===== config.mk =====
export PLATFORM = sky130hd
export DESIGN_NAME = fnd_scan_controller
export DESIGN_NICKNAME = d
export VERILOG_FILES = /design/src/rtl/fnd_scan_controller.sv
export SDC_FILE = /design/constraint.sdc
export NUM_CORES = 1
export LEC_CHECK = 0
export ABC_CLOCK_PERIOD_IN_PS = 19550
export BUFFER_PORTS_ARGS = -buffer_cell sky130_fd_sc_hd__buf_2
export CAP_MARGIN = 20
export CORE_MARGIN = 10
export CORE_UTILIZATION = 65
export DETAILED_ROUTE_END_ITERATION = 10
export GPL_TIMING_DRIVEN = 0
export PLACE_DENSITY_LB_ADDON = 0.2
export RECOVER_POWER = 100
export SYNTH_ARGS = -nofsm -noshare
export SYNTH_HDL_FRONTEND = slang
export SYNTH_SLANG_ARGS = --single-unit

===== constraint.sdc =====
create_clock -name i_clk -period 19.55 [get_ports i_clk]
set_clock_uncertainty 0.1 [all_clocks]
set_input_delay 0 -clock i_clk [delete_from_list [all_inputs] [get_ports i_clk]]
set_output_delay 0 -clock i_clk [all_outputs]
set_load 0.005 [all_outputs]

===== src/rtl/fnd_scan_controller.sv =====
// Digit-select scan generator for common-anode FNDs: prescaled slots, blank guard, mask, PWM.
// Latency: 1 cycle from i_blank/i_digit_mask to o_digit; no backpressure (free-running scan).
module fnd_scan_controller #(
    parameter int NUM_DIGITS   = 4,
    parameter int SCAN_DIV     = 100000,
    parameter int BLANK_CYCLES = 1000,
    parameter int BRIGHT_W     = 4,
    localparam int IDX_W       = (NUM_DIGITS > 2) ? $clog2(NUM_DIGITS) : 1
) (
    input  logic                  i_clk,
    input  logic                  i_reset,
    input  logic                  i_blank,
    input  logic [NUM_DIGITS-1:0] i_digit_mask,
    input  logic [BRIGHT_W-1:0]   i_brightness,
    output logic [NUM_DIGITS-1:0] o_digit,
    output logic [IDX_W-1:0]      o_digit_idx,
    output logic                  o_slot_tick
);

    localparam int CNT_W = $clog2(SCAN_DIV);
    localparam int WIN   = SCAN_DIV - BLANK_CYCLES;
    localparam int UNIT  = WIN / (1 << BRIGHT_W);

    if (NUM_DIGITS < 2 || NUM_DIGITS > 8) begin : g_bad_digits
        $error("fnd_scan_controller: NUM_DIGITS must be 2..8");
    end
    if (SCAN_DIV < 4) begin : g_bad_div
        $error("fnd_scan_controller: SCAN_DIV must be >= 4");
    end
    if (BLANK_CYCLES < 0 || BLANK_CYCLES >= SCAN_DIV) begin : g_bad_blank
        $error("fnd_scan_controller: BLANK_CYCLES must be < SCAN_DIV");
    end
    if (WIN < (1 << BRIGHT_W)) begin : g_bad_bright
        $error("fnd_scan_controller: SCAN_DIV-BLANK_CYCLES must be >= 2**BRIGHT_W");
    end

    typedef enum logic [1:0] {
        S_BLANK = 2'd0,
        S_ON    = 2'd1,
        S_OFF   = 2'd2
    } state_t;

    logic [CNT_W-1:0]      cnt_q, cnt_d;
    logic [IDX_W-1:0]      idx_q, idx_d;
    logic [BRIGHT_W-1:0]   bright_q, bright_d;
    state_t                state_q, state_d;
    logic [NUM_DIGITS-1:0] digit_q, digit_d;
    logic                  tick_q, tick_d;
    logic                  wrap;
    logic [31:0]           on_end;
    state_t                slot_start;

    always_comb begin
        wrap     = (cnt_q == CNT_W'(SCAN_DIV - 1));
        cnt_d    = wrap ? '0 : cnt_q + CNT_W'(1);
        idx_d    = idx_q;
        bright_d = bright_q;
        tick_d   = wrap;
        if (wrap) begin
            idx_d    = (idx_q == IDX_W'(NUM_DIGITS - 1)) ? '0 : idx_q + IDX_W'(1);
            bright_d = i_brightness;
        end

        // Brightness only moves at the boundary, so on_end is constant within a slot.
        on_end     = 32'(BLANK_CYCLES) + (32'(bright_d) + 32'd1) * 32'(UNIT);
        slot_start = (BLANK_CYCLES == 0) ? S_ON : S_BLANK;

        state_d = state_q;
        case (state_q)
            S_BLANK: if (32'(cnt_d) >= 32'(BLANK_CYCLES)) state_d = S_ON;
            S_ON: begin
                if (wrap)                        state_d = slot_start;
                else if (32'(cnt_d) >= on_end)   state_d = S_OFF;
            end
            S_OFF:   if (wrap) state_d = slot_start;
            default: state_d = S_BLANK;
        endcase

        digit_d = '1;
        if (state_d == S_ON && !i_blank && i_digit_mask[idx_d]) begin
            digit_d[idx_d] = 1'b0;
        end
    end

    always_ff @(posedge i_clk) begin
        if (i_reset) begin
            cnt_q    <= '0;
            idx_q    <= '0;
            bright_q <= '0;
            state_q  <= S_BLANK;
            digit_q  <= '1;
            tick_q   <= 1'b0;
        end else begin
            cnt_q    <= cnt_d;
            idx_q    <= idx_d;
            bright_q <= bright_d;
            state_q  <= state_d;
            digit_q  <= digit_d;
            tick_q   <= tick_d;
        end
    end

    assign o_digit     = digit_q;
    assign o_digit_idx = idx_q;
    assign o_slot_tick = tick_q;

endmodule


# Word-level counts from Yosys, hierarchy flattened
# Cells that the tools add are included.
[word_totals] reg_bits=30 inputBits=11
[classes] addsub=4 multipliers=1 magnitude_cmp=4 n_eq_ne=5 n_mux=13 bitwise=2 reduce_logical=6
[ops] cell="adder 10 x 18 -> 19 bit (first input constant)" n=1
[ops] cell="greater-or-equal comparator 17 x 19 -> 1 bit" n=1
[ops] cell="multiplier 5 x 13 -> 18 bit (second input constant)" n=1
[ops] cell="adder 17 x 1 -> 17 bit (second input constant)" n=1
[ops] cell="equality test 17 bit (second input constant)" n=1
[ops] cell="greater-or-equal comparator 17 x 10 -> 1 bit (second input constant)" n=1
[ops] cell="two-way mux 17 bit" n=1
[ops] cell="two-way mux 2 bit" n=6
[ops] cell="one-hot mux 2 bit (3 select lines)" n=1
[ops] cell="adder 4 x 1 -> 5 bit (second input constant)" n=1
[ops] cell="equality test 2 x 1 -> 1 bit (second input constant)" n=2
[ops] cell="equality test 2 bit (second input constant)" n=2
[ops] cell="two-way mux 4 bit" n=1
[ops] cell="NOT 4 bit" n=1
[ops] cell="logical AND 1 bit" n=3
[ops] cell="less-than comparator 2 x 3 -> 1 bit (second input constant)" n=1
[ops] cell="adder 2 x 1 -> 2 bit (second input constant)" n=1
[ops] cell="binary-select mux 1 bit (select 2 bit)" n=1
[ops] cell="demux 1 bit (select 2 bit)" n=1
[ops] cell="greater-or-equal comparator 2 x 1 -> 1 bit (second input constant)" n=1
[ops] cell="logical NOT 2 bit" n=1
[ops] cell="two-way mux 1 bit" n=2
[ops] cell="OR reduction 2 bit" n=1
[ops] cell="logical NOT 1 bit" n=1
[ops] cell="NOT 1 bit" n=1

# Logic depth before layout (Yosys ltp)
# Gate-level depths: netlist of run 1.
[logic_depth] word_depth=14 mapped_depth=31 depth_no_buf=30

# Least setup slack after synthesis of run 1
# No wires, ideal clock.
[synth_timing] path_type="reg-to-reg" start="reg cnt_q[0]" end="reg digit_q[0] (netlist: o_digit[0])" setup_time_ns=0.134 t_arrival_ns=6.820 required_time_ns=19.316 slack_ns=12.496 path_stages_with_launch=30 n_path_buf=2 period_less_slack_ns=7.054 path_cell_list="dfxtp_1 ha_1 and4_1 buf_4 nand4_2 buf_2 mux2i_1 nor3_1 xnor2_1 ha_1 xnor2_1 xnor2_1 fa_1 inv_1 ha_1 a21oi_1 nor2_1 a311oi_1 o21ai_0 a22oi_1 nor3_1 xnor2_1 ha_1 and4_1 a31oi_1 a41o_1 nand3_1 a22oi_1 nand2_2 or4_1"
[synth_between] elab_chain_len=14 elab_cells_between_ends=28 cone_classes="3 x add/sub; 1 x mul; 4 x order compare; 2 x eq/ne; 12 x mux; 2 x bitwise; 4 x reduce/logical"
[synth_lines] element="from (decl)" line="43" rtl="logic [CNT_W-1:0] cnt_q, cnt_d;"
[synth_lines] element="from (signal assigned)" line="94" rtl="cnt_q <= cnt_d;"
[synth_lines] element="equality test 17 bit" line="54" rtl="wrap = (cnt_q == CNT_W'(SCAN_DIV - 1));"
[synth_lines] element="two-way mux 4 bit" line="59" rtl="if (wrap) begin"
[synth_lines] element="adder 4 x 1 -> 5 bit" line="65" rtl="on_end = 32'(BLANK_CYCLES) + (32'(bright_d) + 32'd1) * 32'(UNIT);"
[synth_lines] element="multiplier 5 x 13 -> 18 bit" line="65"
[synth_lines] element="adder 10 x 18 -> 19 bit" line="65"
[synth_lines] element="greater-or-equal comparator 17 x 19 -> 1 bit" line="73" rtl="else if (32'(cnt_d) >= on_end) state_d = S_OFF;"
[synth_lines] element="two-way mux 2 bit" line="73"
[synth_lines] element="two-way mux 2 bit" line="72" rtl="if (wrap) state_d = slot_start;"
[synth_lines] element="one-hot mux 2 bit (3 select lines)" line="69" rtl="case (state_q)"
[synth_lines] element="equality test 2 x 1 -> 1 bit" line="80" rtl="if (state_d == S_ON && !i_blank && i_digit_mask[idx_d]) begin"
[synth_lines] element="logical AND 1 bit (2 in a row)" line="80"
[synth_lines] element="NOT 1 bit (no source line)"
[synth_lines] element="OR reduction 2 bit (no source line)"
[synth_lines] element="to (signal assigned)" line="98" rtl="digit_q <= digit_d;"
[synth_lines] element="to (decl)" line="47" rtl="logic [NUM_DIGITS-1:0] digit_q, digit_d;"
# Parallel ways exist; a longest one is shown, timed or not. The select of a mux whose other input is x is not followed.
# A chain may end at the register's enable or synchronous reset.

# Final worst setup path of run 1
[layout_timing] start="reg cnt_q[0]" end="reg digit_q[1] (netlist: o_digit[1])"
# Same word-level chain as after synthesis.

==> impl_metrics.py, run 1 <==
metrics = {
    "synth": {
        "avgSynthCellArea_sq_um": 8.54,
        "ys.flop_type": "dfxtp_1",
        "yosysWarningCount": 0,
        "synth_area_leader_cell": "ha_1",
        "synthTopCellsByArea": "ha_1, dfxtp_1, xnor2_1",
        "synth_top_area_share_pct": 21.7,
        "synth_nets": 404,
        "ys_seq_area_share_pct": 20.9,
        "yosysUniqueCellTypes": 54,
        "syn_area_sq_um": 2880,
        "netlist_instances": 337,
        "synthArstFlopShare_pct": 0,
        "synth_edf_count": 0,
        "ys_ff_latch": 30,
    },
    "sta": {
        "fin_crit_sh_pct": 47.7,
        "timing.final.crit_period_ns": 9.33,
        "finalSetupViolCount": 0,
        "fmax_ghz": 0.107,
        "slew_viol_final": 0,
        "final.setup.tns_ns": 0,
        "hold_viol": 0,
        "slew_headroom_pct": 28.7,
        "worstMarginPinSlew_ns": 1.06,
        "rsz0062_at_grt": "no",
        "fin_ws_ns": 10.22,
        "whs_ns": 0.0622,
    },
    "route": {
        "firstDrtPassIters": 4,
        "drt_iter0_drc": 146,
        "wl_per_cell_microns": 15.9,
        "drc": 0,
        "routed_wl_microns": 6740,
        "avgViaCountPerCell": 5.82,
        "via_count": 2469,
        "antenna_left": 0,
    },
    "power_and_ir_drop": {
        "power_mw": 0.148,
        "share_comb_of_total_power_pct": 4.9,
        "power.switching_mw": 0.0284,
        "p_per_area_nw_per_um2": 45.8,
        "clkPwrFrac_pct": 53.0,
        "seq_power_share_pct": 42.1,
        "internal-power_mw": 0.120,
        "ir_drop_mv": 0.0241,
        "netSwitchingFraction_pct": 19.2,
        "p_leak_nw": 1.51,
    },
    "critical_path": {
        "cp-end-kind": "flip-flop",
        "cp.arrival_ns": 9.40,
        "critPathKind": "reg2reg",
        "crit_fanout": 10,
        "critical-path-max-stage-delay_ns": 0.86,
        "critPathTopFamily": "compound AO/OA/AOI/OAI gates",
        "worstPathRequired_ns": 19.62,
        "startpoint_type": "flip-flop",
        "critical_path_buf_inv_count": 4,
        "cpMaxStageDelayCell": "xnor2_1",
    },
    "clock_network": {
        "cts_sinks": 30,
        "root_buffer": "clkbuf_8",
        "cts_resized": 0,
        "clk_path_buf_depth": 2,
        "cts.clk_slew.worst_paths_ns": 0.07,
        "ctsHoldBuffers": 9,
        "cts_buffers": 5,
        "post_cts_buffers": 0,
        "clk_latency_ns": 0.28,
        "cts_tree": "done",
        "cts-htree-levels": 2,
    },
    "floorplanning": {
        "die_area_sq_um": 7490,
        "die_h_microns": 86.6,
        "rows": 24,
        "io_pins": 18,
        "core_area_sq_um": 4320,
        "die_w_microns": 86.6,
        "start_util_pct": 66.6,
    },
    "grt": {
        "grt_pass1_wl_microns": 11400,
        "grt_pass1_vias": 2468,
        "grt_use_met2_pct": 32.8,
        "grt_start_max_net_pins": 11,
        "grt_use_total_pct": 18.5,
        "grtUsageMet1_pct": 21.6,
        "grt-ovfl-total": 0,
        "busiest_layer": "met2",
        "antenna_found_initial": 0,
        "grtUsageMet3_pct": 2.63,
    },
    "layout": {
        "area_growth_pct": 12.3,
        "fillerInstances": 336,
        "n_antenna_cell": 0,
        "mostFrequentLayoutCells": "ha_1, nor2_1, dfxtp_1",
        "final_nets": 438,
        "final_common_cell": "ha_1",
        "drive_gt1_share_pct": 8.06,
        "fin_area_sq_um": 3230,
    },
    "run": {
        "drv_cap": 0,
    },
    "placement": {
        "placed_cell_area_sq_um": 3030,
        "post-place-ws_ns": 11.17,
        "gp_congestion": 0.862,
        "port_buffers": 17,
        "hpwl_microns": 5080,
    },
    "run_status": {
        "status": "finished, final reports clean",
    },
    "min_path": {
        "hp-class": "in2reg",
    },
}
power groups by stage:
stage	clock network (mW)	registers (mW)	logic [mW]
final	0.0784	0.0623	0.00727
after CTS	0.0787	0.0623	0.00712
after global placement	0	0.0637	0.00539
after detailed placement	0	0.0637	0.00567
after global routing	0.0821	0.0624	0.00788
after floorplan	0	0.0635	0.00337
final cells by class:
| cell class | count | area [sq um] | share of cell area (%) |
|---|---|---|---|
| sequential | 30 | 601 | 18.6 |
| clock buffer | 6 | 82.6 | 2.55 |
| clock inverter | 2 | 60.1 | 1.86 |
| inverter | 25 | 93.8 | 2.90 |
| multi-input combinational | 274 | 2120 | 65.5 |
| tap | 52 | 65.1 | 2.01 |
| buffer | 8 | 38.8 | 1.20 |
| timing repair buffer | 27 | 174 | 5.38 |
routing by layer:
metal | routed length (microns) | up-vias
met5 | 0 | -
met2 | 3430 | 42
met4 | 162 | 0
met1 | 2980 | 1160
li1 | - | 1254
met3 | 165 | 13
cells by family after synthesis:
family	count (synthesis)	synth area share [%]
flops	30	20.9
simple gates	129	24.7
mux	5	2.22
xor+xnor	31	9.43
buf+inv	33	4.78
fa+ha+maj	56	25.9
compound gates	53	12.1
worst paths after layout:
check / from / endpoint / slack [ns] / depth (start not counted)
worst min-delay path: i_brightness[0] / bright_q[0] / 0.06 / 5
worst min register to register: cnt_q[0] / cnt_q[0] / 0.40 / 1
worst max-delay path: cnt_q[0] / o_digit[1] / 10.22 / 30
worst max register to register: cnt_q[0] / o_digit[1] / 10.22 / 30
registers in the layout, summed over array words and instances (netlist names):
| signal | cells |
|---|---|
| o_digit | 4 |
| bright_q | 4 |
| state_q | 2 |
| o_slot_tick | 1 |
| cnt_q | 17 |
| o_digit_idx | 2 |
per-stage QoR:
stage,utilization [%],cells
3_5_place_dp,70.1,406
5_1_grt,74.8,424
2_1_floorplan,-,337
3_3_place_gp,70.1,406
6_report,74.8,424
4_1_cts,75.4,423
tightest hold or removal path, delay by kind of cell:
family | cells | cell delay [ns]
AND/OR/NAND/NOR | 3 | 0.23
buffers and inverters | 2 | 0.17
cells in the mapped netlist, types with 3 or more instances:
cell      count
a21o_1        4
a21oi_1      14
a22oi_1       3
and2_1        4
and3_1        8
and4_1        3
clkbuf_1      4
dfxtp_1      30
fa_1          6
ha_1         50
inv_1        24
mux2i_1       3
nand2_1      19
nand2b_1      5
nand3_1      16
nand3b_1      4
nand4_1       6
nor2_1       33
nor2b_1      10
nor3_1        6
o21a_1        3
o21ai_0      11
or4_1         4
xnor2_1      21
xor2_1       10
No activity file was read; power rests on OpenSTA's default activity.
==> run 2: changes to the inputs <==
Settings changed: ABC_CLOCK_PERIOD_IN_PS 19550 to 9200, CORE_UTILIZATION 65 to 62.
Clock period 19.55 ns to 9.2 ns, I/O delays scaled along.
==> run 2 against run 1 <==
  * Utilization fell by 2.5 points
  * Power rose by 76%
  * Register-to-register slack got worse by 9.4 ns
  * Routed wire length fell by 0.53%
  * Count of clock-buffer cells in the layout did not move
  * Critical path depth fell by 2
  * Global-route usage fell by 0.65 points
  * Final cell count did not move
  * Worst hold slack got worse by 0.047 ns
  * Cell area fell by 1.4%
  * Flip-flop and latch count did not move
  * Critical endpoint is now o_digit[3]
==> impl_metrics.py, run 2 (synthesis results as in run 1) <==
metrics = {
    "critical_path": {
        "crit_fanout": 7,
        "cp-end-kind": "flip-flop",
        "path_common_cell": "ha_1",
        "startpoint_type": "flip-flop",
        "critPathKind": "reg2reg",
        "worstPathRequired_ns": 9.27,
        "cpMaxStageDelayCell": "mux2i_1",
        "cp.arrival_ns": 8.49,
        "critical-path-max-stage-delay_ns": 0.57,
    },
    "floorplanning": {
        "io_pins": 18,
        "die_h_microns": 88.1,
        "core_area_sq_um": 4410,
        "start_util_pct": 65.2,
        "rows": 24,
        "die_w_microns": 88.1,
        "die_area_sq_um": 7770,
    },
    "clock_network": {
        "clk_path_buf_depth": 2,
        "clk_latency_ns": 0.29,
        "cts_sinks": 30,
        "cts_buffers": 5,
        "root_buffer": "clkbuf_8",
        "cts_tree": "done",
        "cts.clk_slew.worst_paths_ns": 0.07,
        "cts-htree-levels": 2,
    },
    "layout": {
        "layout.cells.non_filler": 424,
        "final_nets": 438,
        "n_antenna_cell": 0,
        "largest_reg_flops": 17,
        "final_common_cell": "ha_1",
        "fillerInstances": 356,
        "mostFrequentLayoutCells": "ha_1, nor2_1, dfxtp_1",
        "top_register": "cnt_q",
        "fin_util_pct": 72.3,
        "drive_gt1_share_pct": 8.87,
        "area_growth_pct": 10.8,
    },
    "route": {
        "firstDrtPassIters": 5,
        "routed_wl_microns": 6700,
        "drc": 0,
        "avgViaCountPerCell": 5.95,
        "wl_per_cell_microns": 15.8,
        "via_count": 2524,
        "drt_iter0_drc": 176,
        "antenna_left": 0,
    },
    "placement": {
        "port_buffers": 17,
        "place_inst": 406,
        "gp_congestion": 0.889,
        "hpwl_microns": 5120,
        "post-place-ws_ns": 0.940,
    },
    "grt": {
        "grt_pass1_vias": 2413,
        "grt_start_max_net_pins": 11,
        "grt_pass1_wl_microns": 11200,
        "grt_use_total_pct": 17.9,
        "grt-ovfl-total": 0,
        "antenna_found_initial": 0,
    },
    "sta": {
        "timing.final.crit_period_ns": 8.42,
        "slew_headroom_pct": 57.2,
        "final.setup.tns_ns": 0,
        "fmax_ghz": 0.119,
        "rsz0062_at_grt": "no",
        "worstMarginPinSlew_ns": 0.641,
        "whs_ns": 0.0153,
        "hold_viol": 0,
        "finalSetupViolCount": 0,
        "fin_ws_ns": 0.781,
        "fin_crit_sh_pct": 91.5,
        "slew_viol_final": 0,
    },
    "power_and_ir_drop": {
        "p_leak_nw": 1.49,
        "ir_drop_mv": 0.0648,
        "p_per_area_nw_per_um2": 81.7,
    },
    "min_path": {
        "hp-class": "in2reg",
    },
    "run": {
        "drv_cap": 0,
    },
    "run_status": {
        "status": "finished, final reports clean",
    },
}
[run 2: final timing paths]
check | start | to | slack, ns | depth (start not counted)
max | cnt_q[0] | o_digit[3] | 0.78 | 28
min | i_brightness[2] | bright_q[2] | 0.02 | 3
max reg2reg | cnt_q[0] | o_digit[3] | 0.78 | 28
min reg2reg | state_q[1] | state_q[1] | 0.39 | 1
[run 2: layout make-up]
| cell class | instances | area, sq um | share of cell area (%) |
|---|---|---|---|
| multi-input cells | 274 | 2120 | 66.5 |
| clock buffers | 6 | 82.6 | 2.59 |
| clock inverters | 2 | 12.5 | 0.392 |
| plain buffers | 8 | 43.8 | 1.37 |
| flip-flops and latches | 30 | 601 | 18.8 |
| repair buffers | 27 | 170 | 5.33 |
| inverters | 25 | 93.8 | 2.94 |
| well taps | 52 | 65.1 | 2.04 |
[run 2: power by group]
group	internal (mW)	switching, mW	leakage, nW
Clock	0.0600	0.0531	0.0472
Sequential	0.131	0.00151	0.242
Combinational	0.00737	0.00763	1.20
Total	0.198	0.0623	1.49
[run 2: repair_timing]
action                    CTS  global route
hold buffers                8             0
buffers inserted            0             0
gates resized for setup     0             0
hold endpoints to repair    7             0
[run 2: worst max-delay path, delay by kind of cell (launching register included)]
kind            cells  cell delay [ns]
fa+ha+maj           6             2.03
compound gates      7             1.98
simple gates        7             1.56
buf+inv             5             1.07
mux                 1             0.57
xor+xnor            2             0.55
flops               1             0.44
[run 2: routing by layer]
layer	routed length (microns)	vias to the layer above	track usage [%]
met5	0	-	0
met4	202	0	7.99
met3	260	18	2.23
met2	3370	67	30.8
met1	2870	1190	21.6
li1	-	1249	-
[run 2: stage by stage]
stage                     power, mW  cell area [sq um]
after floorplan               0.142               2880
after global placement        0.147               3030
after detailed placement      0.148               3030
after CTS                     0.262               3200
after global routing          0.269               3190
final                         0.261               3190
